==> src/rtl/instr_pkg.sv <==
// Shared instruction-format package: IR width, field positions, opcodes and
// encode/legality helpers. Used by the encoder and the execute unit.
package instr_pkg;

  localparam int IR_W         = 32;
  localparam int OPER_W       = 5;
  localparam int REG_W        = 5;
  localparam int IMM_W        = 16;
  localparam int OPER_LSB     = 27;
  localparam int RDST_LSB     = 22;
  localparam int RSRC1_LSB    = 17;
  localparam int IMM_MODE_BIT = 16;
  localparam int RSRC2_LSB    = 11;

  typedef enum logic [OPER_W-1:0] {
    OP_MOVSGPR = 5'b00000,
    OP_MOV     = 5'b00001,
    OP_ADD     = 5'b00010,
    OP_SUB     = 5'b00011,
    OP_MUL     = 5'b00100
  } opcode_e;

  // True for the opcodes the execute unit implements.
  function automatic logic is_legal_op(input logic [OPER_W-1:0] op);
    logic legal;
    case (op)
      OP_MOVSGPR, OP_MOV, OP_ADD, OP_SUB, OP_MUL: legal = 1'b1;
      default:                                   legal = 1'b0;
    endcase
    return legal;
  endfunction

  // Packs the instruction fields; in register mode the low 11 bits are zero
  // and the immediate is ignored.
  function automatic logic [IR_W-1:0] encode_ir(
    input logic [OPER_W-1:0] oper,
    input logic [REG_W-1:0]  rdst,
    input logic [REG_W-1:0]  rsrc1,
    input logic              imm_mode,
    input logic [REG_W-1:0]  rsrc2,
    input logic [IMM_W-1:0]  imm
  );
    logic [IR_W-1:0] ir;
    ir                          = '0;
    ir[OPER_LSB  +: OPER_W]     = oper;
    ir[RDST_LSB  +: REG_W]      = rdst;
    ir[RSRC1_LSB +: REG_W]      = rsrc1;
    ir[IMM_MODE_BIT]            = imm_mode;
    if (imm_mode) begin
      ir[0 +: IMM_W]            = imm;
    end else begin
      ir[RSRC2_LSB +: REG_W]    = rsrc2;
    end
    return ir;
  endfunction

endpackage

==> src/rtl/instr_fifo.sv <==
// Synchronous FIFO for encoded instruction words. DEPTH must be a power of 2
// so the pointers wrap naturally. Head word reads as zero when empty.
module instr_fifo #(
  parameter int WIDTH = 32,
  parameter int DEPTH = 4
) (
  input  logic             clk,
  input  logic             rst,
  input  logic             i_push,
  input  logic [WIDTH-1:0] i_data,
  input  logic             i_pop,
  output logic [WIDTH-1:0] o_data,
  output logic             o_full,
  output logic             o_empty
);

  localparam int AW = (DEPTH > 1) ? $clog2(DEPTH) : 1;
  localparam logic [AW:0] CNT_FULL = (AW+1)'(DEPTH);

  logic [WIDTH-1:0] r_mem [DEPTH];
  logic [AW-1:0]    r_wptr;
  logic [AW-1:0]    r_rptr;
  logic [AW:0]      r_count;
  logic             w_do_push;
  logic             w_do_pop;

  assign o_full    = (r_count == CNT_FULL);
  assign o_empty   = (r_count == '0);
  // A full FIFO never takes a push, even when it is being popped this cycle.
  assign w_do_push = i_push & ~o_full;
  assign w_do_pop  = i_pop & ~o_empty;
  assign o_data    = o_empty ? '0 : r_mem[r_rptr];

  // Storage write; contents beyond the occupancy are don't-care.
  always_ff @(posedge clk) begin
    if (w_do_push) begin
      r_mem[r_wptr] <= i_data;
    end
  end

  // Pointers and occupancy, cleared asynchronously so buffered words vanish.
  always_ff @(posedge clk or posedge rst) begin
    if (rst) begin
      r_wptr  <= '0;
      r_rptr  <= '0;
      r_count <= '0;
    end else begin
      if (w_do_push) begin
        r_wptr <= r_wptr + AW'(1);
      end
      if (w_do_pop) begin
        r_rptr <= r_rptr + AW'(1);
      end
      case ({w_do_push, w_do_pop})
        2'b10:   r_count <= r_count + (AW+1)'(1);
        2'b01:   r_count <= r_count - (AW+1)'(1);
        default: r_count <= r_count;
      endcase
    end
  end

endmodule

==> src/rtl/instr_encoder.sv <==
// Instruction encoder: packs field sets into 32-bit IR words and buffers them
// for a valid/ready consumer. Define INSTR_ILLEGAL_CHK_EN to drop illegal
// opcodes (handshake still completes) and raise the sticky err flag.
module instr_encoder
  import instr_pkg::*;
#(
  parameter int FIFO_DEPTH = 4
) (
  input  logic              clk,
  input  logic              sys_rst,
  input  logic              in_valid,
  output logic              in_ready,
  input  logic [OPER_W-1:0] in_oper,
  input  logic [REG_W-1:0]  in_rdst,
  input  logic [REG_W-1:0]  in_rsrc1,
  input  logic              in_imm_mode,
  input  logic [REG_W-1:0]  in_rsrc2,
  input  logic [IMM_W-1:0]  in_imm,
  output logic [IR_W-1:0]   out_ir,
  output logic              out_valid,
  input  logic              out_ready,
  output logic [15:0]       enc_count,
  output logic              err,
  input  logic              err_clr
);

  logic            w_accept;
  logic            w_push;
  logic            w_illegal;
  logic            w_pop;
  logic            w_full;
  logic            w_empty;
  logic [IR_W-1:0] w_ir;
  logic            r_ready_en;
  logic [15:0]     r_enc_count;
  logic            r_err;

  assign w_ir      = encode_ir(in_oper, in_rdst, in_rsrc1, in_imm_mode, in_rsrc2, in_imm);
  assign in_ready  = r_ready_en & ~w_full;
  assign w_accept  = in_valid & in_ready;
  assign out_valid = ~w_empty;
  assign w_pop     = out_valid & out_ready;
  assign enc_count = r_enc_count;
  assign err       = r_err;

`ifdef INSTR_ILLEGAL_CHK_EN
  logic w_legal;
  assign w_legal   = is_legal_op(in_oper);
  assign w_push    = w_accept & w_legal;
  assign w_illegal = w_accept & ~w_legal;
`else
  assign w_push    = w_accept;
  assign w_illegal = 1'b0;
`endif

  instr_fifo #(
    .WIDTH (IR_W),
    .DEPTH (FIFO_DEPTH)
  ) u_fifo (
    .clk     (clk),
    .rst     (sys_rst),
    .i_push  (w_push),
    .i_data  (w_ir),
    .i_pop   (w_pop),
    .o_data  (out_ir),
    .o_full  (w_full),
    .o_empty (w_empty)
  );

  // Hold off input acceptance until the first clock after reset release.
  always_ff @(posedge clk or posedge sys_rst) begin
    if (sys_rst) begin
      r_ready_en <= 1'b0;
    end else begin
      r_ready_en <= 1'b1;
    end
  end

  // Count of words pushed into the buffer, wrapping at 16 bits.
  always_ff @(posedge clk or posedge sys_rst) begin
    if (sys_rst) begin
      r_enc_count <= 16'h0000;
    end else if (w_push) begin
      r_enc_count <= r_enc_count + 16'h0001;
    end else begin
      r_enc_count <= r_enc_count;
    end
  end

  // Sticky illegal-opcode flag; a new error wins over a same-cycle clear.
  always_ff @(posedge clk or posedge sys_rst) begin
    if (sys_rst) begin
      r_err <= 1'b0;
    end else if (w_illegal) begin
      r_err <= 1'b1;
    end else if (err_clr) begin
      r_err <= 1'b0;
    end else begin
      r_err <= r_err;
    end
  end

endmodule

==> config.mk <==
export PLATFORM = sky130hd
export DESIGN_NAME = instr_encoder
export DESIGN_NICKNAME = d
export VERILOG_FILES = /design/src/rtl/instr_pkg.sv /design/src/rtl/instr_fifo.sv /design/src/rtl/instr_encoder.sv
export SDC_FILE = /design/constraint.sdc
export NUM_CORES = 1
export LEC_CHECK = 0
export ABC_AREA = 1
export CORE_MARGIN = 2
export CORE_UTILIZATION = 54
export CTS_CLUSTER_SIZE = 30
export DETAILED_ROUTE_END_ITERATION = 16
export GPL_ROUTABILITY_DRIVEN = 1
export PLACE_DENSITY = 0.84
export SLEW_MARGIN = 25
export SYNTH_ARGS = -nofsm -noshare
export SYNTH_HDL_FRONTEND = slang
export SYNTH_SLANG_ARGS = --single-unit
==> constraint.sdc <==
create_clock -name clk -period 3.2 [get_ports clk]
set_input_delay 0.8 -clock clk [delete_from_list [all_inputs] [get_ports clk]]
set_output_delay 0.8 -clock clk [all_outputs]
set_load 0.01 [all_outputs]
After elaboration in Yosys (flattened, before gate mapping):

Memories as Yosys holds them, arrays and structs flattened.
Index checks and enable logic that the tools add are counted.

* flip-flop bits (word level): 24
* RAM bits: 128
* bits of input ports: 42
* output and inout port bits: 51
* memories kept: 1

Memories
* u_fifo.r_mem: depth 4, width 32, rd ports 1, clocked after Yosys merged registers in 0, wr ports 1, line instr_fifo.sv:20 `logic [WIDTH-1:0] r_mem [DEPTH];`

* $add $sub $neg: 5
* eq/ne operators: 3
* muxes and demuxes: 6
* bitwise logic cells: 7
* reduce and logical (&&, ||, !) cells: 2

Operators by type and width (count)
* two-way mux 32 bit: 1
* adder 16 x 1 -> 16 bit, second input constant: 1
* two-way mux 11 bit: 1
* one-hot mux 3 bit (2 select lines): 1
* bitwise AND 1 bit: 5
* two-way mux 5 bit: 1
* adder 2 x 1 -> 2 bit, second input constant: 2
* adder 3 x 1 -> 3 bit, second input constant: 1
* == test 3 bit, second input constant: 1
* zero test 3 bit: 1
* subtractor 3 x 1 -> 3 bit, second input constant: 1
* == test 2 x 1 -> 1 bit, second input constant: 1
* == test 2 bit, second input constant: 1
* two-way mux 1 bit: 2
* NOT 1 bit: 2
* nonzero test 2 bit: 1

Logic depth before layout (Yosys ltp):

* depth after elaboration: 7
* gate-level depth with buffers: 10
* depth with buffers taken out: 10

Modules after synthesis:

Synthesis repeated with hierarchy kept, for this count alone.

* cell total of the unflattened synthesis: 719
* area total of the unflattened synthesis: 7003.0 µm²

Modules (own cells, without submodules)
* instr_fifo: instances 1, cells each 564, area an instance 5873.1 µm²
* instr_encoder: instances 1, cells each 155, area an instance 1129.8 µm²

Least setup slack after synthesis:

No wires, ideal clock.

* path type: input to register
* start: input in_valid
* end: memory u_fifo.r_mem[0][0] (enable)
* setup time: 421 ps
* arrival time: 2463 ps
* required time: 2779 ps
* setup slack: 316 ps
* stages: 3
* cells stage by stage: nand3_2 buf_4 nor2_1

* word-level cells in the longest chain between the ends: 4

Ends and longest elaborated chain
* start, declared: line instr_encoder.sv:11 `input logic in_valid,`
* bitwise AND 1 bit: line instr_encoder.sv:40 `assign w_accept = in_valid & in_ready;`
* bitwise AND 1 bit: line instr_fifo.sv:30 `assign w_do_push = i_push & ~o_full;`
* two-way mux 1 bit: line instr_fifo.sv:36 `if (w_do_push) begin`
* two-way mux 1 bit (not written as such): line instr_fifo.sv:37 `r_mem[r_wptr] <= i_data;`
* end, declared: line instr_fifo.sv:20

No other way between the ends.

Worst setup path after layout:

* start: register u_fifo.r_rptr[0]
* end: output out_ir[13]

* word-level cells in the longest chain between the ends: 2

Ends and longest elaborated chain
* start, declared: line instr_fifo.sv:22 `logic [AW-1:0] r_rptr;`
* start signal, assigned: line instr_fifo.sv:52 `r_rptr <= r_rptr + AW'(1);`
* memory read (4 x 32 bit)
* two-way mux 32 bit: line instr_fifo.sv:32 `assign o_data = o_empty ? '0 : r_mem[r_rptr];`
* end, declared: line instr_encoder.sv:19 `output logic [IR_W-1:0] out_ir,`

No other way between the ends.

==> impl_metrics.ini <==
[worst_setup_path]
crit_slowest_cell = clkdlybuf4s50_1
critPathRequiredTime_ns = 2.40
critPathArrivalTime_ns = 2.26
setup.worst_path.start_class = flip-flop
path_cells = buf_4, nor2_1, nor2_1, o21ai_0, a21oi_1, clkdlybuf4s50_1
critPathKind = flip-flop to primary output
critPathCaptureType = primary output
critical_path.max_fanout = 16
cpPeakStageDelay_ns = 0.57
cp_common_cell = nor2_1

[floorplanning]
die_width_um = 113.7
die_y_um = 113.7
initial_core_util_pct = 54.76
design.core.area_sq_um = 11860
io-pin-count = 93
dieArea_sq_um = 12920
row_count = 40

[placed_design]
portBuffers = 90
place.gp.congestion = 0.8308
hpwl_mm = 8.372

[synthesis]
syn_inst = 592
yosysSeqAreaShare_pct = 68.43
syn_area_per_cell_sq_um = 10.97
synth_top_area_share_pct = 59.18
synth_seq_cells = 152
syn_nets = 641
synth_top_cell_by_area = edfxtp_1
ys_top_cells_by_count = nor2_1 (155), edfxtp_1 (128), nand2_1 (73)
synth_edf_count = 128
postSynth.asyncResetShare_pct = 15.79
yosysMostFrequentCell = nor2_1
yosysUniqueCellTypes = 24
yosysWarningCount = 0
synthTopCellsByArea = edfxtp_1 (59%), dfrtp_1 (9.2%), nor2_1 (9.0%), nand2_1 (4.2%), o21ai_0 (3.2%)
synth.cell_area_sq_um = 6495
ys.flop_type = edfxtp_1

[min_path]
hold_path_class = flip-flop to flip-flop

[timing]
finalClockSkew_ns = 0.008389
relSlewSlack_pct = 39.36
tns_ns = 0
setup_viol = 0
fin_crit_sh_pct = 95.73
min_period_ns = 3.063
rsz0062_at_grt = no
hold_violations = 0
tightest_slew_ns = 0.9039
fmax_mhz = 326.4
report.final.slew_viol_count = 0

[route]
wirelength_mm = 13.84
ant_nets = 0
first_pass_iters = 4
drc = 0
vias_per_cell = 5.334
drt_iter0_drc = 416
vias = 4523
wl_per_cell_um = 16.32

[clock_network]
hold_buffers = 0
numCtsBuffers = 17
cts-htree-levels = 4
clkLatencyLatePin_ns = 0.43
cts-root-buf = clkbuf_16
cts_tree = built
clockBufferDepth = 2
clock_sinks = 152
clk_pin_slew_ns = 0.06

[pwr]
p_clk_share_pct = 29.3
p_sw_uw = 2416
ir_drop_v = 0.0004262
p_seq_share_pct = 33.8
power_frac_comb_pct = 36.9
swShare_pct = 32.07
power_density_nw_per_um2 = 911.6
p_int_uw = 5118
p_leak_uw = 0.003097

[finish]
nNetsFinal = 736
area_growth_pct = 27.24
post_route_cells_drive_above_1_share_pct = 9.000
fin_util_pct = 69.67

[run]
maxCapViolCount = 0

[global_route]
grt-ovfl-total = 0
grt_pass1_vias = 4526
grt_usage_pct = 22.43
grt_pass1_wl_mm = 22.11
antenna_found_initial = 1
grt_max_degree = 44

[run_status]
status = finished, final reports clean
==> path summary, 6_finish.rpt <==
path	from	to	slack, ns	cells after the start
max	u_fifo.r_rptr[0]$_DFFE_PP0P_	out_ir[13]	0.14	6
min	u_fifo.r_count[0]$_DFFE_PP0P_	u_fifo.r_count[0]$_DFFE_PP0P_	0.50	1
max reg2reg	u_fifo.r_count[1]$_DFFE_PP0P_	u_fifo.r_count[2]$_DFFE_PP0P_	0.98	9
min reg2reg	u_fifo.r_count[0]$_DFFE_PP0P_	u_fifo.r_count[0]$_DFFE_PP0P_	0.50	1
max in group asynchronous	sys_rst	u_fifo.r_rptr[0]$_DFFE_PP0P_	1.95	2
min in group asynchronous	sys_rst	enc_count[8]$_DFFE_PP0N_	0.77	2
==> placed cells by master (no fill, tap or decap), drive strengths merged <==
| cell | count |
|---|---|
| nor2 | 156 |
| edfxtp | 128 |
| clkdlybuf4s50 | 90 |
| o21ai | 74 |
| nand2 | 73 |
| inv | 40 |
| a21oi | 33 |
| dfrtp | 24 |
| clkbuf | 17 |
| buf | 16 |
| clkinv | 8 |
| nand3b | 6 |
| ha | 6 |
| bufinv | 6 |
| nand3 | 6 |
| xor2 | 5 |
| mux2 | 5 |
| xnor2 | 2 |
| clkinvlp | 2 |
| conb | 2 |
| diode | 1 |
| fa | 1 |
==> logic make-up after synthesis <==
group | Yosys count | synth area share, %
xor+xnor | 7 | 0.9440
compound gates | 107 | 8.245
other cells | 2 | 0.1156
flops | 152 | 68.43
simple gates | 241 | 14.58
fa+ha+maj | 7 | 1.464
mux | 5 | 0.8668
buf+inv | 71 | 5.355
==> registers in the layout (all words and copies together), names as in the netlist <==
register	flops
enc_count	16
r_ready_en	1
u_fifo.r_count	3
u_fifo.r_mem	128
u_fifo.r_rptr	2
u_fifo.r_wptr	2
==> stage by stage <==
step | hold WS [ns] | instances | instance area (sq um) | total power (uW) | setup WS (ns)
6_report | 0.5034 | 848 | 8264 | 7533 | 0.1367
3_5_place_dp | 0.4887 | 813 | 7585 | 5330 | 0.4111
2_1_floorplan | 0.4465 | 592 | 6495 | 4110 | 0.3155
5_1_grt | 0.5177 | 847 | 8262 | 7943 | 0.02802
4_1_cts | 0.5020 | 845 | 8243 | 7535 | 0.04623
3_3_place_gp | 0.4630 | 813 | 7585 | 5210 | 0.5070
==> repair_timing <==
| action | in CTS | in global routing |
|---|---|---|
| hold endpoints to repair | 0 | 0 |
| setup buffers | 0 | 2 |
| pin swaps | 0 | 0 |
| gates resized for setup | 1 | 1 |
| setup endpoints to repair | 1 | 20 |
==> layer usage <==
layer  part of all wire, %  wire length (um)  vias up  global-route usage [%]
li1                      -                 -     2174                       -
met1                    42              5857     2192                   27.90
met2                    50              6966      133                   38.08
met3                   5.3               738       24                   5.898
met4                   2.0               274        0                   8.374
met5                     0                 0        -                       0
==> layout make-up <==
cell class | count | area (sq um)
Sequential cell | 152 | 4448
Multi-Input combinational cell | 369 | 1733
Antenna cell | 1 | 2.502
Timing Repair Buffer | 106 | 1084
Clock inverter | 15 | 230.2
Clock buffer | 17 | 425.4
Tap cell | 147 | 183.9
Inverter | 41 | 157.7
Fill cell | 818 | 3597
==> power groups by stage <==
stage	sequential, uW	combinational [uW]	clock [uW]
final	2550	2780	2210
after global routing	2570	3050	2320
after CTS	2560	2750	2220
after detailed placement	2590	2740	0
after global placement	2570	2630	0
after floorplan	2540	1570	0
==> critical path, delay by kind of cell (launching register included) <==
family          cells  cell delay, ns
compound gates      2            0.30
simple gates        2            0.16
buf+inv             2            0.83
flops               1            0.54
(Power assumes the default switching activity.)
